--- config.mk ---
export PLATFORM = sky130hd
export DESIGN_NAME = pls_feedback_decoder_flat
export DESIGN_NICKNAME = d
export VERILOG_FILES = /design/src/rtl/pls_feedback_decoder_if.sv /design/src/rtl/pls_feedback_decoder.sv /design/src/flat_wrapper.sv
export SDC_FILE = /design/constraint.sdc
export NUM_CORES = 1
export LEC_CHECK = 0
export BUFFER_PORTS_ARGS = -buffer_cell sky130_fd_sc_hd__buf_2
export CORE_MARGIN = 2
export CORE_UTILIZATION = 45
export DETAILED_ROUTE_END_ITERATION = 8
export MAX_ROUTING_LAYER = met4
export PLACE_DENSITY_LB_ADDON = 0.2
export SETUP_SLACK_MARGIN = 0.5
export SLEW_MARGIN = 20
export SYNTH_ARGS = -nofsm -noshare
export SYNTH_HDL_FRONTEND = slang
export SYNTH_SLANG_ARGS = --single-unit
--- constraint.sdc ---
create_clock -name clk_4M -period 5.05 [get_ports clk_4M]
set_input_delay 1.01 -clock clk_4M [delete_from_list [all_inputs] [get_ports clk_4M]]
set_output_delay 1.01 -clock clk_4M [all_outputs]
set_load 0.01 [all_outputs]
--- src/rtl/pls_feedback_decoder_if.sv ---
// Pin-side and feedback signals of the single-axis pulse-train receiver.
interface pls_feedback_decoder_if #(
    parameter int unsigned POS_W = 32
);
    logic                    plsMode;
    logic                    PlsIn;
    logic                    DirIn;
    logic                    clrPos;
    logic [15:0]             AxisPluse;
    logic                    frameFlag;
    logic signed [POS_W-1:0] position;

    modport master (
        output plsMode, PlsIn, DirIn, clrPos,
        input  AxisPluse, frameFlag, position
    );

    modport slave (
        input  plsMode, PlsIn, DirIn, clrPos,
        output AxisPluse, frameFlag, position
    );
endinterface

--- src/rtl/pls_feedback_decoder.sv ---
// Pulse+dir / CW-CCW receiver: position accumulator plus per-frame Info/Value feedback word.
// Optional glitch filter on both pins enabled by defining PLS_DEC_GLITCH_EN.
module pls_feedback_decoder #(
    parameter int unsigned FRAME_CYCLES = 1600,
    parameter int unsigned SYNC_STAGES  = 2,
    parameter int unsigned MIN_WIDTH    = 2,
    parameter int unsigned POS_W        = 32
) (
    input logic                   clk_4M,
    input logic                   rst,
    pls_feedback_decoder_if.slave bus
);
    localparam int unsigned     CntW    = $clog2(FRAME_CYCLES);
    localparam logic [CntW-1:0] TermCnt = CntW'(FRAME_CYCLES - 1);

    if (SYNC_STAGES < 2 || MIN_WIDTH < 1) begin : g_param_err
        $error("pls_feedback_decoder: SYNC_STAGES must be >= 2 and MIN_WIDTH >= 1");
    end

    logic [SYNC_STAGES-1:0] r_pls_sync;
    logic [SYNC_STAGES-1:0] r_dir_sync;
    logic [1:0]             w_sync;
    logic [1:0]             w_filt;
    logic [1:0]             r_filt_prev;
    logic [1:0]             w_rise;

    logic                   r_mode;
    logic                   r_dir;
    logic                   r_fresh;
    logic                   r_seen_p;
    logic                   r_seen_m;
    logic                   r_flag;
    logic signed [9:0]      r_net;
    logic signed [9:0]      w_net_base;
    logic signed [9:0]      w_net_next;
    logic [9:0]             w_abs;
    logic [7:0]             w_mag;
    logic                   w_sat;
    logic                   w_dir;
    logic                   w_term;
    logic                   w_plus;
    logic                   w_minus;
    logic [CntW-1:0]        r_frame_cnt;
    logic [15:0]            r_word;
    logic [15:0]            w_word;
    logic [POS_W-1:0]       r_position;

    // Bit 0 carries the pulse/CW line, bit 1 the direction/CCW line.
    assign w_sync = {r_dir_sync[SYNC_STAGES-1], r_pls_sync[SYNC_STAGES-1]};

    always_ff @(posedge clk_4M) begin
        if (rst) begin
            r_pls_sync <= '0;
            r_dir_sync <= '0;
        end else begin
            r_pls_sync <= {r_pls_sync[SYNC_STAGES-2:0], bus.PlsIn};
            r_dir_sync <= {r_dir_sync[SYNC_STAGES-2:0], bus.DirIn};
        end
    end

`ifdef PLS_DEC_GLITCH_EN
    localparam int unsigned FiltW = $clog2(MIN_WIDTH + 1);

    logic [FiltW-1:0] r_filt_cnt [2];
    logic [1:0]       r_filt;

    always_ff @(posedge clk_4M) begin
        if (rst) begin
            r_filt        <= '0;
            r_filt_cnt[0] <= '0;
            r_filt_cnt[1] <= '0;
        end else begin
            for (int i = 0; i < 2; i++) begin
                if (w_sync[i] == r_filt[i]) begin
                    r_filt_cnt[i] <= '0;
                end else if (r_filt_cnt[i] == FiltW'(MIN_WIDTH - 1)) begin
                    r_filt[i]     <= w_sync[i];
                    r_filt_cnt[i] <= '0;
                end else begin
                    r_filt_cnt[i] <= r_filt_cnt[i] + 1'b1;
                end
            end
        end
    end

    assign w_filt = r_filt;
`else
    assign w_filt = w_sync;
`endif

    always_comb begin
        w_rise  = w_filt & ~r_filt_prev;
        w_plus  = 1'b0;
        w_minus = 1'b0;
        if (r_mode) begin
            w_plus  = w_rise[0];
            w_minus = w_rise[1];
        end else begin
            w_plus  = w_rise[0] & w_filt[1];
            w_minus = w_rise[0] & ~w_filt[1];
        end

        // A step in the terminal cycle belongs to the frame that starts next.
        w_term     = (r_frame_cnt == TermCnt);
        w_net_base = w_term ? 10'sd0 : r_net;
        w_net_next = w_net_base;
        if (w_plus && !w_minus && w_net_base != 10'sd511) begin
            w_net_next = w_net_base + 10'sd1;
        end else if (w_minus && !w_plus && w_net_base != -10'sd511) begin
            w_net_next = w_net_base - 10'sd1;
        end

        w_abs  = r_net[9] ? $unsigned(-r_net) : $unsigned(r_net);
        w_sat  = (w_abs > 10'd255);
        w_mag  = w_sat ? 8'hFF : w_abs[7:0];
        w_dir  = (r_net == 10'sd0) ? r_dir : ~r_net[9];
        w_word = {3'b000, r_seen_p & r_seen_m, w_sat, ~r_fresh, r_mode, w_dir, w_mag};
    end

    always_ff @(posedge clk_4M) begin
        if (rst) begin
            r_filt_prev <= '0;
            r_flag      <= 1'b0;
            r_net       <= '0;
            r_frame_cnt <= '0;
            r_position  <= '0;
            r_word      <= '0;
            r_dir       <= 1'b0;
            r_fresh     <= 1'b0;
            r_mode      <= 1'b0;
            r_seen_p    <= 1'b0;
            r_seen_m    <= 1'b0;
        end else begin
            r_filt_prev <= w_filt;
            r_flag      <= w_term;
            r_net       <= w_net_next;
            r_frame_cnt <= w_term ? '0 : r_frame_cnt + 1'b1;

            if (bus.clrPos) begin
                r_position <= '0;
            end else if (w_plus && !w_minus) begin
                r_position <= r_position + 1'b1;
            end else if (w_minus && !w_plus) begin
                r_position <= r_position - 1'b1;
            end

            if (w_term) begin
                r_word   <= w_word;
                r_dir    <= w_dir;
                r_fresh  <= ~r_fresh;
                r_mode   <= bus.plsMode;
                r_seen_p <= w_plus;
                r_seen_m <= w_minus;
            end else begin
                r_seen_p <= r_seen_p | w_plus;
                r_seen_m <= r_seen_m | w_minus;
            end
        end
    end

    assign bus.AxisPluse = r_word;
    assign bus.frameFlag = r_flag;
    assign bus.position  = r_position;
endmodule

--- src/flat_wrapper.sv ---
// flat-port wrapper written by rule: the top's interface ports become plain ports
module pls_feedback_decoder_flat 
#(
    parameter int unsigned FRAME_CYCLES = 1600,
    parameter int unsigned SYNC_STAGES  = 2,
    parameter int unsigned MIN_WIDTH    = 2,
    parameter int unsigned POS_W        = 32
)
  (clk_4M, rst, bus_plsMode, bus_PlsIn, bus_DirIn, bus_clrPos, bus_AxisPluse, bus_frameFlag, bus_position);
  pls_feedback_decoder_if #(.POS_W(POS_W)) bus_i ();
  input logic clk_4M;
  input logic rst;
  input wire logic [$bits(bus_i.plsMode)-1:0] bus_plsMode;
  input wire logic [$bits(bus_i.PlsIn)-1:0] bus_PlsIn;
  input wire logic [$bits(bus_i.DirIn)-1:0] bus_DirIn;
  input wire logic [$bits(bus_i.clrPos)-1:0] bus_clrPos;
  output wire logic [$bits(bus_i.AxisPluse)-1:0] bus_AxisPluse;
  output wire logic [$bits(bus_i.frameFlag)-1:0] bus_frameFlag;
  output wire logic [$bits(bus_i.position)-1:0] bus_position;
  assign bus_i.plsMode = bus_plsMode;
  assign bus_i.PlsIn = bus_PlsIn;
  assign bus_i.DirIn = bus_DirIn;
  assign bus_i.clrPos = bus_clrPos;
  assign bus_AxisPluse = bus_i.AxisPluse;
  assign bus_frameFlag = bus_i.frameFlag;
  assign bus_position = bus_i.position;
  pls_feedback_decoder #(.FRAME_CYCLES(FRAME_CYCLES), .SYNC_STAGES(SYNC_STAGES), .MIN_WIDTH(MIN_WIDTH), .POS_W(POS_W)) u_core (.clk_4M(clk_4M), .rst(rst), .bus(bus_i));
endmodule
==> results of run 1 <==
synthesized netlist by cell type, types with 3 or more instances:
| cell type | number |
|---|---|
| nand2_1 | 85 |
| dfxtp_1 | 76 |
| a21oi_1 | 70 |
| nor2_1 | 69 |
| ha_1 | 40 |
| o21ai_0 | 36 |
| clkbuf_1 | 28 |
| xnor2_1 | 27 |
| inv_1 | 25 |
| nand3_1 | 22 |
| xor2_1 | 19 |
| nor3_1 | 17 |
| a21o_1 | 12 |
| nand4_1 | 10 |
| and3_1 | 9 |
| a31oi_1 | 8 |
| nor2b_1 | 8 |
| a211oi_1 | 7 |
| buf_4 | 7 |
| and2_1 | 6 |
| nor4_1 | 6 |
| o211ai_1 | 6 |
| mux2i_1 | 5 |
| o2111ai_1 | 5 |
| a22oi_1 | 4 |
| nand2b_1 | 4 |
| or2_2 | 4 |
| or3_1 | 4 |
| a221oi_1 | 3 |
| buf_1 | 3 |
| o22ai_1 | 3 |
state kept, by name, indices dropped and copies added, names as in the netlist:
| signal | flops |
|---|---|
| u_core.bus.AxisPluse | 13 |
| u_core.bus.frameFlag | 1 |
| u_core.r_pls_sync | 2 |
| u_core.r_filt_prev | 2 |
| u_core.bus.position | 32 |
| u_core.r_mode | 1 |
| u_core.r_frame_cnt | 11 |
| u_core.r_net | 10 |
| u_core.r_seen_p | 1 |
| u_core.r_seen_m | 1 |
| u_core.r_dir_sync | 2 |
worst max-delay path by stage:
stage	start	endpoint	slack (ns)	cells past startpoint
after floorplan	u_core.r_mode	u_core.bus.position[26]	1.29	15
after global routing	u_core.r_pls_sync[1]	u_core.bus.position[29]	0.61	16
final	u_core.r_pls_sync[1]	u_core.bus.position[29]	0.93	16
after CTS	u_core.r_mode	u_core.bus.position[29]	0.94	15
after detailed placement	u_core.r_mode	u_core.bus.position[29]	0.97	15
after global placement	u_core.r_mode	u_core.bus.position[29]	1.11	15
layout by cell type, fill, tap and decap left out, types with 3 or more instances in the layout:
| cell | synthesis | layout |
|---|---|---|
| nor4_1 | 6 | 6 |
| and2_1 | 6 | 6 |
| nor3_1 | 17 | 17 |
| nor2b_1 | 8 | 8 |
| nand3_1 | 22 | 22 |
| nand4_1 | 10 | 10 |
| buf_2 | 2 | 51 |
| dfxtp_1 | 76 | 76 |
| a221oi_1 | 3 | 3 |
| mux2i_1 | 5 | 5 |
| xor2_1 | 19 | 19 |
| conb_1 | 1 | 3 |
| or2_2 | 4 | 4 |
| a21oi_1 | 70 | 70 |
| o22ai_1 | 3 | 3 |
| and3_1 | 9 | 9 |
| a31oi_1 | 8 | 8 |
| o211ai_1 | 6 | 6 |
| buf_4 | 7 | 5 |
| or3_1 | 4 | 4 |
| ha_1 | 40 | 40 |
| xnor2_1 | 27 | 27 |
| a22oi_1 | 4 | 4 |
| nand2_1 | 85 | 85 |
| o21ai_0 | 36 | 36 |
| nand2b_1 | 4 | 4 |
| clkbuf_16 | 0 | 9 |
| inv_1 | 25 | 24 |
| a21o_1 | 12 | 12 |
| a211oi_1 | 7 | 7 |
| o2111ai_1 | 5 | 5 |
| nor2_1 | 69 | 69 |
stage by stage:
step | util [%] | cells | area [sq um] | hold slack, ns
2_1_floorplan | - | 671 | 5126 | 0.4138
3_3_place_gp | 49.16 | 825 | 5399 | 0.4173
3_5_place_dp | 49.16 | 825 | 5399 | 0.4268
4_1_cts | 51.91 | 841 | 5702 | 0.4408
5_1_grt | 51.95 | 841 | 5705 | 0.4530
6_report | 51.95 | 841 | 5705 | 0.4384
logic make-up after synthesis:
group           after synthesis  share of synthesized area (%)
simple gates                253                          23.49
compound gates              179                          21.76
xor+xnor                     46                          7.871
fa+ha+maj                    41                          10.17
other cells                   1                        0.07326
flops                        76                          29.72
mux                           6                          1.271
buf+inv                      67                          5.646
power breakdown:
part	internal, W	switching, W	total, W	leakage (nW)
clock	0.000398	0.000264	0.000662	0.146
combinational	0.000161	0.000229	0.000391	1.78
sequential	0.000617	0.0000220	0.000639	0.616
worst register-to-register path, delay by kind of cell (launching register included):
| kind | cells | cell delay [ns] |
|---|---|---|
| compound gates | 8 | 1.88 |
| buf+inv | 4 | 1.00 |
| fa+ha+maj | 2 | 0.53 |
| flops | 1 | 0.31 |
| simple gates | 1 | 0.17 |
| xor+xnor | 1 | 0.16 |
final cells by class:
| type | count | share of cell area [%] |
|---|---|---|
| Multi-Input combinational cell | 528 | 58.11 |
| Clock buffer | 11 | 4.254 |
| Inverter | 25 | 1.711 |
| Sequential cell | 76 | 26.67 |
| Clock inverter | 5 | 1.053 |
| Tap cell | 140 | 3.070 |
| Timing Repair Buffer | 56 | 5.132 |
timing repair:
action | in CTS | in global routing
resized for setup | 0 | 1
endpoints found under the hold margin | 0 | 0
hold buffers | 0 | 0
setup endpoints to repair | 0 | 1
layer usage:
metal	part of all wire [%]	GRT usage [%]
met5	0	-
met4	2.9	10.50
met3	6.4	3.663
met2	44	33.46
met1	47	29.29
==> out/metrics.yaml, run 1 <==
run_status:
  status: "finished clean"
flow_run:
  maxCapViolations: 0
clock_tree:
  root_buffer: "clkbuf_16"
  clock-sinks: 76
  cts_max_level: 3
  tritoncts.num_buffers: 9
  ctsLongestPathBuffers: 2
  clk_pin_slew_worst_paths_ns: 0.06
  insertion_delay_ns: 0.35
  cts_tree: "built"
  cts_setup_buffers: 0
worst_setup_path:
  critPathBufInv: 4
  rr_startpoint: "u_core.r_pls_sync[1]"
  end_kind: "register"
  r2r-end: "u_core.bus.position[29]"
  critPathRequiredTime_ns: 5.31
  cpMaxStageDelayCell: "ha_1"
  cp_cell_sequence: "nor2b_1 -> o21ai_0 -> inv_1 -> ha_1 -> buf_4 -> clkinvlp_4 -> buf_4 -> ha_1 -> a21oi_1 -> o21ai_0 -> a21oi_1 -> o21bai_1 -> a31oi_1 -> o221ai_1 -> xnor2_1 -> a211oi_1"
  cpPeakStageDelay_ns: 0.39
  critPathKind: "reg -> reg"
  ff2ff_path_depth: 16
  critPathMaxFanout: 18
  path_delay_family: "compound AO/OA/AOI/OAI gates"
  cp.arrival_ns: 4.38
  cp-start-kind: "register"
  rrSetupSlack_ns: 0.93
power:
  p_leak_nw: 2.544
  power_w: 0.001692
  vdd_drop_max_mv: 0.2113
  power_density_mw_per_mm2: 296.5
layout:
  post_route_cells_drive_above_1_share_pct: 12.27
  nNetsFinal: 743
  multi_input_area_sq_mm: 0.003316
  area_growth_pct: 11.46
  fillCellCount: 1081
  seqCellArea_sq_mm: 0.001521
  diodes: 0
timing:
  tns_ns: 0
  fin_ws_ns: 0.9331
  skew_ns: 0.007131
  finalSetupViolCount: 0
  finalCritPeriodShare_pct: 81.52
  drv_slew: 0
  rsz0062_at_grt: "false"
  hold_violations: 0
  fmax_mhz: 242.9
  worstMarginPinSlew_ns: 1.023
  period_needed_ns: 4.117
  relSlewSlack_pct: 31.80
floorplanning:
  dieArea_sq_mm: 0.01224
  rows: 38
  die_w_microns: 110.7
  initial_core_util_pct: 46.61
  core_area_sq_mm: 0.01098
  die_y_microns: 110.7
  io_pins: 55
route:
  avgViaCountPerCell: 5.749
  wl_microns: 13210
  initialDrtViolationCount: 220
  post_drt_wl_per_cell_microns: 15.71
  drt-pass1-iter-count: 4
  ant_nets: 0
  drc: 0
  vias: 4835
synth:
  ys_warn_count: 0
  synthFlopType: "dfxtp_1"
  synth_seq_cells: 76
  syn_inst: 669
  yosys-top-cells-area: "dfxtp_1, ha_1, a21oi_1"
  synth_top_cell_by_area: "dfxtp_1"
  ys_types: 63
  ys_seq_area_share_pct: 29.72
  netlist.area_leader.share_pct: 29.72
  syn_avg_cell_area_sq_um: 7.651
  async_reset_ff_share_pct: 0
  syn_area_sq_mm: 0.005119
  synth_edf_count: 0
global_routing:
  track_usage_pct: 22.26
  grt_max_degree: 36
  antenna_found_initial: 0
  grt_pass1_wl_microns: 21990
  grt_pass1_vias: 4511
  grt_overflow: 0
place:
  gp_congestion: 0.9434
  dp_slack_ns: 0.9726
  io_buffers: 51
  dpl.hpwl_microns: 9581
min_path:
  min_to: "u_core.r_dir_sync[1]"
  hold_path.class: "reg -> reg"
  min_path_cells: 1
  hold_start: "u_core.r_dir_sync[0]"
Power figures use the tool's default switching activity.
==> run 2: changes to the inputs <==
ABC_AREA = 1   (was unset)
clock period = 3.4 ns   (was 5.05 ns; I/O delays follow)
==> out/metrics.yaml, run 2 <==
run_status:
  status: "finished clean"
timing:
  skew_ns: 0.006461  # -0.0006706 ns
  finalSetupViolCount: 0  # unchanged
  finalCritPeriodShare_pct: 82.23  # +0.71 points
  drv_slew: 0  # unchanged
  rsz0062_at_grt: "true"
  hold_violations: 0  # unchanged
  fin_ws_ns: 0.6041  # -0.3290 ns
  worstMarginPinSlew_ns: 0.7209  # -0.3021 ns
  tns_ns: 0  # unchanged
  relSlewSlack_pct: 51.89  # +20 points
  period_needed_ns: 2.796  # -1.321 ns
  fmax_mhz: 357.7  # +47%
place:
  dpl.hpwl_microns: 10990  # +15%
  dp_slack_ns: 0.08232  # -0.8903 ns
  gp_congestion: 0.9158  # -2.9%
  io_buffers: 51  # unchanged
worst_setup_path:
  critPathMaxFanout: 5  # -13
  startpoint: "u_core.r_mode"
  cp_cell_sequence: "inv_2 -> nor3_1 -> a31oi_2 -> ha_4 -> buf_12 -> clkinvlp_4 -> ha_1 -> nand2_1 -> nor3b_1 -> nand2_2 -> a21boi_2 -> nor2_1 -> nand2_1 -> nand3_1 -> nand2_1 -> inv_1"
  path_delay_family: "simple AND/OR/NAND/NOR gates"
  critPathKind: "reg -> reg"
  r2r-end: "u_core.bus.position[19]"
  critPathBufInv: 4  # unchanged
  cpPeakStageDelay_ns: 0.39  # about the same
  cpMaxStageDelayCell: "ha_1"
  end_kind: "register"
  critPathRequiredTime_ns: 3.65  # -1.66 ns
  cp-start-kind: "register"
  cp.arrival_ns: 3.05  # -1.33 ns
  ff2ff_path_depth: 16  # unchanged
  rrSetupSlack_ns: 0.60  # -0.33 ns
  rr_startpoint: "u_core.r_mode"
  path_common_cell: "nand2_1"
synth:
  syn_avg_cell_area_sq_um: 6.415  # -16%
  synthFlopType: "dfxtp_1"
  synthTopCellsByCount: "nand2_1, nor2_1, inv_1, dfxtp_1, a21oi_1"
  ys_types: 48  # -24%
  async_reset_ff_share_pct: 0  # unchanged
  ys_seq_area_share_pct: 27.20  # -2.5 points
  netlist.area_leader.share_pct: 27.20  # -2.5 points
  synth_edf_count: 0  # unchanged
  synth_top_cell_by_area: "dfxtp_1"
  syn_inst: 872  # +30%
  ys_warn_count: 0  # unchanged
  syn_area_sq_mm: 0.005594  # +9.3%
  synth_seq_cells: 76  # unchanged
  yosys-top-cells-area: "dfxtp_1, nand2_1, ha_1"
  synth.most_common_cell: "nand2_1"
min_path:
  min_path_cells: 2  # +1
  min_to: "u_core.r_dir_sync[1]"
  hold_start: "u_core.r_dir_sync[0]"
  hold_path.class: "reg -> reg"
global_routing:
  grt_pass1_vias: 5136  # +14%
  grt_pass1_wl_microns: 24270  # +10%
  grt_overflow: 0  # unchanged
  antenna_found_initial: 0  # unchanged
  grt_max_degree: 28  # -22%
  track_usage_pct: 23.44  # +1.2 points
route:
  post_drt_wl_per_cell_microns: 13.92  # -11%
  route.top_layer_used: "met4"
  avgViaCountPerCell: 5.167  # -10%
  met3_wirelength_microns: 763  # -9.6%
  initialDrtViolationCount: 324  # +47%
  ant_nets: 0  # unchanged
  drc: 0  # unchanged
  wl_met1_microns: 6827  # +9.6%
  route.met2.wl_microns: 7518  # +31%
  wl_microns: 15470  # +17%
  vias: 5740  # +19%
  drt-pass1-iter-count: 5  # +1
flow_run:
  maxCapViolations: 0  # unchanged
floorplanning:
  die_w_microns: 115.5  # +4.4%
  core_area_sq_mm: 0.01206  # +9.8%
  io_pins: 55  # unchanged
  die_y_microns: 115.5  # +4.4%
  rows: 40  # +5.3%
  dieArea_sq_mm: 0.01334  # +8.9%
  initial_core_util_pct: 46.38  # -0.23 points
clock_tree:
  root_buffer: "clkbuf_16"
  cts_max_level: 3  # unchanged
  clock-sinks: 76  # unchanged
  ctsLongestPathBuffers: 2  # unchanged
  clk_pin_slew_worst_paths_ns: 0.06  # about the same
  tritoncts.num_buffers: 9  # unchanged
  insertion_delay_ns: 0.35  # about the same
  cts_tree: "built"
power:
  p_leak_nw: 3.643  # +43%
  vdd_drop_max_mv: 0.3336  # +58%
  power_density_mw_per_mm2: 372.6  # +26%
layout:
  post_route_cells_drive_above_1_share_pct: 25.34  # +13 points
  diodes: 0  # unchanged
  largest_register_ffs: 32  # unchanged
  final_cell_mix: "nand2_1, nor2_1, inv_1"
  nNetsFinal: 986  # +33%
  area_growth_pct: 27.42
  final_common_cell: "nand2_1"
==> run 2: changes by cell type after synthesis, sizes merged, moves of 9 or more <==
| cell | change |
|---|---|
| nand2 | +120 |
| inv | +95 |
| nor2 | +70 |
| nand3 | +29 |
| o21ai | +24 |
| clkbuf | -21 |
| xnor2 | -21 |
| and3 | -9 |
==> run 2: how the worst max path moves through the flow <==
stage / end / cells after the start
6_report: u_core.bus.position[19] / 16
5_1_grt: u_core.bus.position[18] / 16
4_1_cts: u_core.bus.position[30] / 17
3_5_place_dp: u_core.bus.position[30] / 16
3_3_place_gp: u_core.bus.position[30] / 16
2_1_floorplan: u_core.bus.position[29] / 15
==> run 2: cell type report <==
type / count / area [sq um]
inverter: 122 / 464.2
clock buffer: 11 / 242.7
clock inverter: 4 / 50.05
tap: 168 / 210.2
timing repair buffer: 73 / 469.2
sequential: 76 / 1523
multi-input combinational: 655 / 4154
timing repair inverter: 2 / 15.01
fill: 1117 / 4933
==> run 2: kinds of logic after synthesis <==
kind of cell / share of synthesized area (%)
AO/OA/AOI/OAI: 15.23
XOR/XNOR: 4.540
adder cells (fa/ha/maj): 9.304
buffers and inverters: 10.42
flip-flops: 27.20
other: 0.06703
AND/OR/NAND/NOR: 33.24
==> run 2: what timing repair did <==
action	CTS	global route
resized for setup	13	131
hold endpoints to repair	0	0
hold buffers	0	0
setup endpoints to repair	24	34
gates cloned	2	1
buffers inserted	3	11
pin swaps	2	18
==> run 2: report_power, final <==
group | internal (W) | switching, W
combinational | 0.000286 | 0.000465
clock | 0.000583 | 0.000376
sequential | 0.000915 | 0.0000310
total | 0.00178 | 0.000872
==> run 2: worst min-delay path, delay by kind of cell, from the launching register on <==
kind	cells	cell delay, ns
DFF	1	0.29
and+or+nand+nor	1	0.03
buffers and inverters	1	0.04
==> run 2: stage by stage <==
step                area, sq um  util (%)  cells  total power [W]  hold WS [ns]
finish                     7128     59.10   1111         0.002656        0.3949
global route               7128     59.10   1111         0.002808        0.4272
CTS                        6426     53.28   1099         0.002569        0.4069
detailed placement         6035     50.03   1079         0.001584        0.3989
global placement           6035     50.03   1079         0.001582        0.3936
floorplan                  5620         -    874         0.001444        0.3883
==> run 2: layer usage <==
metal / GRT usage, % / up-vias
li1: - / 2948
met1: 28.90 / 2609
met2: 38.44 / 157
met3: 4.707 / 26
met4: 7.711 / 0
met5: - / -
